==> src/rtl/wb_writer.sv <==
// wb_writer: writeback-stage driver producing one registered register-file write per retiring instruction.
// Loads park in WAIT_MEM until mem_rvalid or a freeze-aware timeout; rst is synchronous active-low.
module wb_writer #(
    parameter int SUPPRESS_PC = 1,
    parameter int MEM_TIMEOUT = 64
) (
    input  logic        clk,
    input  logic        rst,
    input  logic        freeze,
    input  logic        flush,
    input  logic        in_valid,
    output logic        in_ready,
    input  logic        in_wb_en,
    input  logic        in_mem_r_en,
    input  logic [3:0]  in_dest,
    input  logic [31:0] in_alu_result,
    input  logic        mem_rvalid,
    input  logic [31:0] mem_rdata,
    output logic        wb_en,
    output logic [3:0]  dest_wb,
    output logic [31:0] result_wb,
    output logic        busy,
    output logic        err
);
    typedef enum logic [1:0] {IDLE, WAIT_MEM, WRITE} state_t;

    localparam logic [7:0] LAST = 8'(MEM_TIMEOUT - 1);

    state_t      state_q, state_d;
    logic [7:0]  cnt_q, cnt_d;
    logic [3:0]  ldest_q, ldest_d;
    logic        lwb_q, lwb_d;
    logic        wb_en_q, wb_en_d;
    logic [3:0]  dest_q, dest_d;
    logic [31:0] result_q, result_d;
    logic        err_q, err_d;
    logic        accept;

    assign in_ready  = state_q != WAIT_MEM;
    assign busy      = state_q == WAIT_MEM;
    assign accept    = in_valid & in_ready & ~freeze & ~flush;
    assign wb_en     = wb_en_q;
    assign dest_wb   = dest_q;
    assign result_wb = result_q;
    assign err       = err_q;

    always_comb begin
        state_d  = state_q;
        cnt_d    = cnt_q;
        ldest_d  = ldest_q;
        lwb_d    = lwb_q;
        wb_en_d  = 1'b0;
        dest_d   = dest_q;
        result_d = result_q;
        err_d    = err_q;
        if (state_q == WAIT_MEM) begin
            // rvalid is honoured under freeze and beats the timeout on the expiry cycle
            if (mem_rvalid) begin
                state_d = lwb_q ? WRITE : IDLE;
                if (lwb_q) begin
                    wb_en_d  = !((SUPPRESS_PC != 0) && ldest_q == 4'hF);
                    dest_d   = ldest_q;
                    result_d = mem_rdata;
                end
            end else if (!freeze) begin
                if (cnt_q == LAST) begin
                    err_d   = 1'b1;
                    state_d = IDLE;
                end else begin
                    cnt_d = cnt_q + 8'd1;
                end
            end
        end else begin
            state_d = IDLE;
            if (accept) begin
                if (in_mem_r_en) begin
                    state_d = WAIT_MEM;
                    ldest_d = in_dest;
                    lwb_d   = in_wb_en;
                    cnt_d   = 8'd0;
                end else if (in_wb_en) begin
                    state_d  = WRITE;
                    wb_en_d  = !((SUPPRESS_PC != 0) && in_dest == 4'hF);
                    dest_d   = in_dest;
                    result_d = in_alu_result;
                end
            end
        end
    end

    always_ff @(posedge clk) begin
        if (!rst) begin
            state_q  <= IDLE;
            cnt_q    <= 8'd0;
            ldest_q  <= 4'd0;
            lwb_q    <= 1'b0;
            wb_en_q  <= 1'b0;
            dest_q   <= 4'd0;
            result_q <= 32'd0;
            err_q    <= 1'b0;
        end else begin
            state_q  <= state_d;
            cnt_q    <= cnt_d;
            ldest_q  <= ldest_d;
            lwb_q    <= lwb_d;
            wb_en_q  <= wb_en_d;
            dest_q   <= dest_d;
            result_q <= result_d;
            err_q    <= err_d;
        end
    end
endmodule

==> config.mk <==
export PLATFORM = sky130hd
export DESIGN_NAME = wb_writer
export DESIGN_NICKNAME = d
export VERILOG_FILES = /design/src/rtl/wb_writer.sv
export SDC_FILE = /design/constraint.sdc
export NUM_CORES = 1
export LEC_CHECK = 0
export CAP_MARGIN = 15
export CORE_UTILIZATION = 38
export DETAILED_ROUTE_END_ITERATION = 7
export PLACE_DENSITY = 0.76
export REMOVE_ABC_BUFFERS = 1
export SLEW_MARGIN = 30
export SYNTH_ARGS = -nofsm -noshare
export SYNTH_HDL_FRONTEND = slang
export SYNTH_SLANG_ARGS = --single-unit
==> constraint.sdc <==
create_clock -name clk -period 2.1 [get_ports clk]
set_input_delay 0.42 -clock clk [delete_from_list [all_inputs] [get_ports clk]]
set_output_delay 0.42 -clock clk [all_outputs]
set_load 0.02 [all_outputs]
Yosys cells after proc, flatten, opt, wreduce, memory -nomap -nowiden. Index checks and enable logic that the tools add are counted.

Flip-flop bits (word level): 53. Latch bits: 0. RAM bits: 0. Bits in read-only memories: 0. Input port bits: 76. Output and inout bits: 40. Word-level logic and storage cells: 71. Memories: 0.

Add/subtract/negate cells: 1. Multipliers: 0. Divide/modulo/power cells: 0. Magnitude comparators: 0. Equal/unequal tests: 13. Shifts and indexed selects: 0. Muxes and demuxes: 32. Bitwise logic cells: 7. Reduce and logical (&&, ||, !) cells: 10.

Operators by type and width (number): two-way mux 32 bit (6); two-way mux 8 bit (6); two-way mux 4 bit (6); two-way mux 2 bit (8); AND reduction 5 bit (2); adder 8 x 1 -> 8 bit (second input constant) (1); equality test 4 bit (second input constant) (2); equality test 8 x 6 -> 1 bit (second input constant) (1); != test 2 bit (second input constant) (4); two-way mux 1 bit (6); != test 2 x 1 -> 1 bit (second input constant) (3); nonzero test 2 bit (3); inverter 1 bit (4); AND reduction 4 bit (1); bitwise AND 1 bit (3); != test 3 x 2 -> 1 bit (second input constant) (1); != test 3 bit (second input constant) (1); AND reduction 3 bit (1); equality test 2 x 1 -> 1 bit (second input constant) (1); logical NOT 1 bit (2); AND reduction 2 bit (1).

Longest topological paths before layout. Gate-level depths: netlist of the first run.

Depth in word-level cells: 6. Mapped depth: 7. Mapped depth without buffers: 5.

Least setup slack after synthesis of the first run. OpenSTA, ideal clock, no wires.

Path type: reg2reg. Start point: register state_q[0]. End point: register result_q[28] (netlist: result_wb[28]). Setup time: 0.091 ns. Data arrival time: 1.531 ns. Required time: 2.009 ns. Slack: 0.479 ns. Cell stages (with the launch flop): 7. Buffers on the path: 2. Period minus slack after synthesis: 1.621 ns. Cells stage by stage: dfxtp_1 -> nor2b_1 -> buf_2 -> o41ai_4 -> buf_2 -> nor2_1 -> a311oi_1.

Word-level cells in the longest chain between the ends: 6. Elaborated cells between the ends (all ways): 12. Those cells by class: eq/ne (5); mux (1); bitwise (3); reduce/logical (3).

RTL lines: start: declaration (RTL line 29) `state_t state_q, state_d;`; start signal: assignment (RTL line 102) `state_q <= state_d;`; != test 2 x 1 -> 1 bit (RTL line 39) `assign in_ready = state_q != WAIT_MEM;`; bitwise AND 1 bit (3 in a row) (RTL line 41) `assign accept = in_valid & in_ready & ~freeze & ~flush;`; nonzero test 2 bit (no source line); AND reduction 5 bit (no source line); end signal: assignment (RTL line 108) `result_q <= result_d;`; end: declaration (RTL line 35) `logic [31:0] result_q, result_d;`.

Parallel ways exist; a longest one is shown, timed or not. A chain may end at the register's enable or synchronous reset.

Worst setup path after layout of the first run.
Start point: register state_q[0]. End point: output port busy.

Word-level cells in the longest chain between the ends: 1.

RTL lines: equality test 2 x 1 -> 1 bit (RTL line 40) `assign busy = state_q == WAIT_MEM;`; end: declaration (RTL line 22) `output logic busy,`.

Every way passes these cells.

==> run metrics, run 1 <==
run status complete, no violations; met1 Use GR 24.4%; final slew viol count 0; Fin Setup TNS 0 ns; first-pass GRT wire length 10600 microns; GRT Max-Usage Layer met2; initial antenna violation count 0; DRT antenna net count 0; hold_ws 0.472 ns; CTS root buffer clkbuf_8; Synth Warn # 0; std cell rows 28; Final Skew 0.00434 ns; Synth top area share 45.1%; Netlist cell types 35; Num Clock Sinks 53; Largest stage delay, worst path 0.63 ns; DRT iter0 DRCs 136; pwr dens 516 nW/um^2; Final min period 1.99 ns; die height 80.7 microns; ys async rst share 0%; Avg Cell Area, Syn 8.00 sq um; share of cells above drive strength 1 6.62%; synth top area cells dfxtp_1, a311oi_1, nand2_1, nor2_1, clkbuf_1; required time worst endpoint 1.68 ns; Psw 0.447 mW; largest net degree at the start of global routing 66; final WL 6800 microns; slew at the pin closest to its max-slew limit 0.481 ns; Reg clk slew, reported paths 0.09 ns; number of max-cap violations 0; Area Growth Syn to Fin 58.3%; #FFs+latches synth 53; cell-internal power 1.47 mW; sequential share of power 53.8%; main flop type after synthesis dfxtp_1; combinational power share 16.2%; post-CTS setup buffer count 0; Post-Syn Area 2350 sq um; Placer Congestion 0.732; met2 usage 36.4%; layout net count 485; CTS tree yes; Critical Path AT 1.57 ns; CTS Hold Bufs 0; Post-synth top cells nand2_1, dfxtp_1, nor2_1; Setup violations, final 0; core footprint 5960 sq um; worst skew pair latency 0.30 ns; Via density 5.38; Crit. End Element primary output; Mapped Cells 294; startpoint types flop; cts bufs inserted 5; worst-path cell chain nor2b_4 -> clkdlybuf4s50_1; Die Span X 80.7 microns; Hold/Removal Path Class reg -> reg; Slew HR 68.0%; EDFF count, synth 0; total grt overflow 0; Max Buffers Root-to-Sink 2; worst-path fanout max 6; via count 2600; Final Cycle Share 94.6%; Leak Pwr 1.32 nW; vias in the first global route 2373; CP max stage cell clkdlybuf4s50_1; Switching Fraction 23.3%; register area share after synthesis 45.1%; post-CTS sizing 0; Initial DRT Pass Iterations 4; die area 6510 sq um; Max Clock Freq 504 MHz; Clock Power Share 30.0%; DRC viols 0; GRT met3 Usage 4.89%; initial core utilization 39.5%; WL/cell 14.1 microns; CTS H-tree depth 2; IO Count 116; Tot GR Track Use 21.0%; Fin. Hold Viols 0; port bufs 115; post-DP HPWL 4680 microns; RSZ-0062 raised after global routing no; Antenna diodes 0; Peak supply drop 0.277 mV; Synth area leader dfxtp_1; Worst Setup Path Type reg -> out; Tot Pwr 1.92 mW; count leader, synth nand2_1
==> routing by layer <==
| metal | vias to the layer above | part of all wire (%) | wire (microns) |
|---|---|---|---|
| li1 | 1275 | - | - |
| met1 | 1219 | 43 | 2900 |
| met2 | 95 | 48 | 3250 |
| met3 | 11 | 7.5 | 513 |
| met4 | 0 | 1.9 | 130 |
| met5 | - | 0 | 0 |
==> through the flow <==
step / instance area, sq um / setup WS, ns / cells / util, %
6_report: 3720 / 0.114 / 483 / 62.5
3_3_place_gp: 3610 / -0.00718 / 473 / 60.7
3_5_place_dp: 3610 / -0.119 / 473 / 60.7
4_1_cts: 3700 / 0.00895 / 480 / 62.1
5_1_grt: 3720 / 0.0347 / 483 / 62.5
2_1_floorplan: 2260 / -1.77 / 271 / -
==> state kept, by name, summed over array words and instances (netlist names) <==
name	count
state_q	2
ldest_q	4
err	1
result_wb	32
lwb_q	1
wb_en	1
cnt_q	8
dest_wb	4
==> placed cells by master (no fill, tap or decap), drive strengths merged, types with 3 or more instances in the layout <==
master	netlist	layout
a21oi	9	9
a311oi	36	36
buf	5	15
clkbuf	18	7
clkdlybuf4s50	0	115
dfxtp	53	53
nand2	84	84
nand3	9	9
nand4	3	3
nor2	39	39
nor3	3	3
==> kinds of logic after synthesis <==
| logic type | after synthesis | synth area share [%] |
|---|---|---|
| adder cells (fa/ha/maj) | 1 | 0.532 |
| flip-flops | 53 | 45.1 |
| AO/OA/AOI/OAI | 58 | 20.5 |
| buffers and inverters | 25 | 4.26 |
| XOR/XNOR | 1 | 0.373 |
| AND/OR/NAND/NOR | 156 | 29.2 |
==> final cells by class <==
type / count / area, sq um
fillers: 562 / 2230
clock buffers: 7 / 86.3
well taps: 75 / 93.8
inverters: 2 / 7.51
flip-flops and latches: 53 / 1060
repair buffers: 130 / 1280
multi-input cells: 216 / 1200
==> path summary, 6_finish.rpt <==
path              slack, ns       start      endpoint  depth (start not counted)
setup / recovery       0.11  state_q[0]          busy                          2
hold / removal         0.47       lwb_q         lwb_q                          2
setup reg to reg       0.28  state_q[1]  result_wb[2]                          6
hold reg to reg        0.47       lwb_q         lwb_q                          2
==> worst max-delay path: cells and delay by family (launching register included) <==
family | cells | cell delay [ns]
buf+inv | 1 | 0.63
flops | 1 | 0.38
simple gates | 1 | 0.25
==> power by group through the flow <==
stage | Clock, mW | Combinational [mW] | Sequential, mW
final | 0.576 | 0.311 | 1.03
after detailed placement | 0 | 0.308 | 1.06
after global placement | 0 | 0.305 | 1.06
after global routing | 0.643 | 0.336 | 1.04
after CTS | 0.603 | 0.310 | 1.03
after floorplan | 0 | 0.0773 | 1.07
No activity file was read; power rests on OpenSTA's default activity.
==> inputs of run 2 (changes only) <==
==> constraint.sdc (replaced) <==
create_clock -name clk -period 2.1 [get_ports clk]
set_input_delay 0.525 -clock clk [delete_from_list [all_inputs] [get_ports clk]]
set_output_delay 0.525 -clock clk [all_outputs]
set_load 0.02 [all_outputs]
==> run metrics, run 2 (synthesis gave the netlist of run 1 again) <==
max reg flops 32; CTS H-tree depth 2; hold endpoint lwb_q; Num Clock Sinks 53; std cell rows 28; DRT iter0 DRCs 173; cts bufs inserted 5; run status complete, no violations; pwr dens 510 nW/um^2; initial antenna violation count 0; Critical Path AT 1.50 ns; Final min period 2.02 ns; final slew viol count 0; Max Clock Freq 495 MHz; CP startpoint state_q[0]; Antenna diodes 0; RR Startpoint state_q[1]; CTS tree yes; Area Growth Syn to Fin 59.7%; commonest non-fill, non-tap cells in the layout clkdlybuf4s50_1, nand2_1, dfxtp_1; Placer Congestion 0.728; vias in the first global route 2209; share of cells above drive strength 1 6.85%; first-pass GRT wire length 10200 microns; die area 6510 sq um; most common cell after layout, fill and taps aside clkdlybuf4s50_1; required time worst endpoint 1.57 ns; number of max-cap violations 0; largest net degree at the start of global routing 67; IO Count 116; final core utilization 63.0%; placed insts 475; die height 80.7 microns; HP Start lwb_q; initial core utilization 39.5%; port bufs 115; Reg2Reg Depth 6; Final Skew 0.00261 ns; Initial DRT Pass Iterations 4; Final Cycle Share 96.2%; Slew HR 68.2%; Worst Setup Path Type reg -> out; Peak supply drop 0.421 mV; Fin Setup TNS 0 ns; DRC viols 0; FF-to-FF setup slack 0.39 ns; RSZ-0062 raised after global routing no; via count 2574; worst-path fanout max 6; Reg clk slew, reported paths 0.09 ns; Max Buffers Root-to-Sink 2; Post-Layout Cell Count 484; Hold Path Depth 2; Die Span X 80.7 microns; Leak Pwr 1.35 nW; worst skew pair latency 0.29 ns; hold_ws 0.476 ns; post-DP HPWL 4460 microns; final WL 6900 microns; startpoint types flop; Hold/Removal Path Class reg -> reg; Setup violations, final 0; CTS root buffer clkbuf_8; Crit. End Element primary output; core footprint 5960 sq um; Fin. Hold Viols 0; total grt overflow 0; r2r endpoint cnt_q[2]; Tot GR Track Use 19.7%; slew at the pin closest to its max-slew limit 0.478 ns; layout net count 486; DRT antenna net count 0; WL/cell 14.2 microns; Via density 5.32
run 2: cell types whose count changed in the layout (fill, tap and decap cells not counted):
cell and change:
clkdlybuf4s50_1 -1, buf_6 +1, clkbuf_16 +1, buf_4 -1
dlymetal6s2s_1 +1
run 2: layout make-up:
class	count	area [sq um]
inverter	2	7.51
multi-input combinational	216	1200
fill	551	2200
tap	75	93.8
timing repair buffer	131	1310
sequential	53	1060
clock buffer	7	86.3
run 2: worst max path at each step:
stage	end	slack [ns]	depth (start not counted)
after floorplan	cnt_q[2]	-1.77	5
after global placement	result_wb[28]	-0.12	6
after detailed placement	result_wb[13]	-0.23	6
after CTS	busy	0.004	2
after global routing	in_ready	0.008	3
final	in_ready	0.08	3
run 2: what timing repair did:
item,CTS,global route
hold buffers,0,0
setup buffers,0,1
hold endpoints to repair,0,0
resized for setup,0,2
setup endpoints to repair,0,5
run 2: worst max-delay path, cell delays in order, from the launching register on:
cell,delay (ns)
dfxtp_1,0.37
nor2b_4,0.25
inv_2,0.05
clkdlybuf4s50_1,0.53
run 2: metrics by stage:
stage,total power [mW],instance area (sq um),setup WS (ns)
floorplan,1.15,2260,-1.77
global placement,1.36,3640,-0.117
detailed placement,1.36,3640,-0.227
CTS,1.93,3730,0.00444
global route,2.00,3750,0.00774
finish,1.91,3750,0.0790
run 2: metal layers:
| metal | track usage, % | share of wire [%] |
|---|---|---|
| met2 | 34.4 | 47 |
| met5 | 0 | 0 |
| met3 | 4.32 | 6.9 |
| met1 | 25.1 | 45 |
| met4 | 3.21 | 0.59 |
run 2: power by group:
group | switching (mW) | internal, mW | total, mW
sequential | 0.0102 | 1.02 | 1.03
clock | 0.306 | 0.262 | 0.569
combinational | 0.122 | 0.189 | 0.312
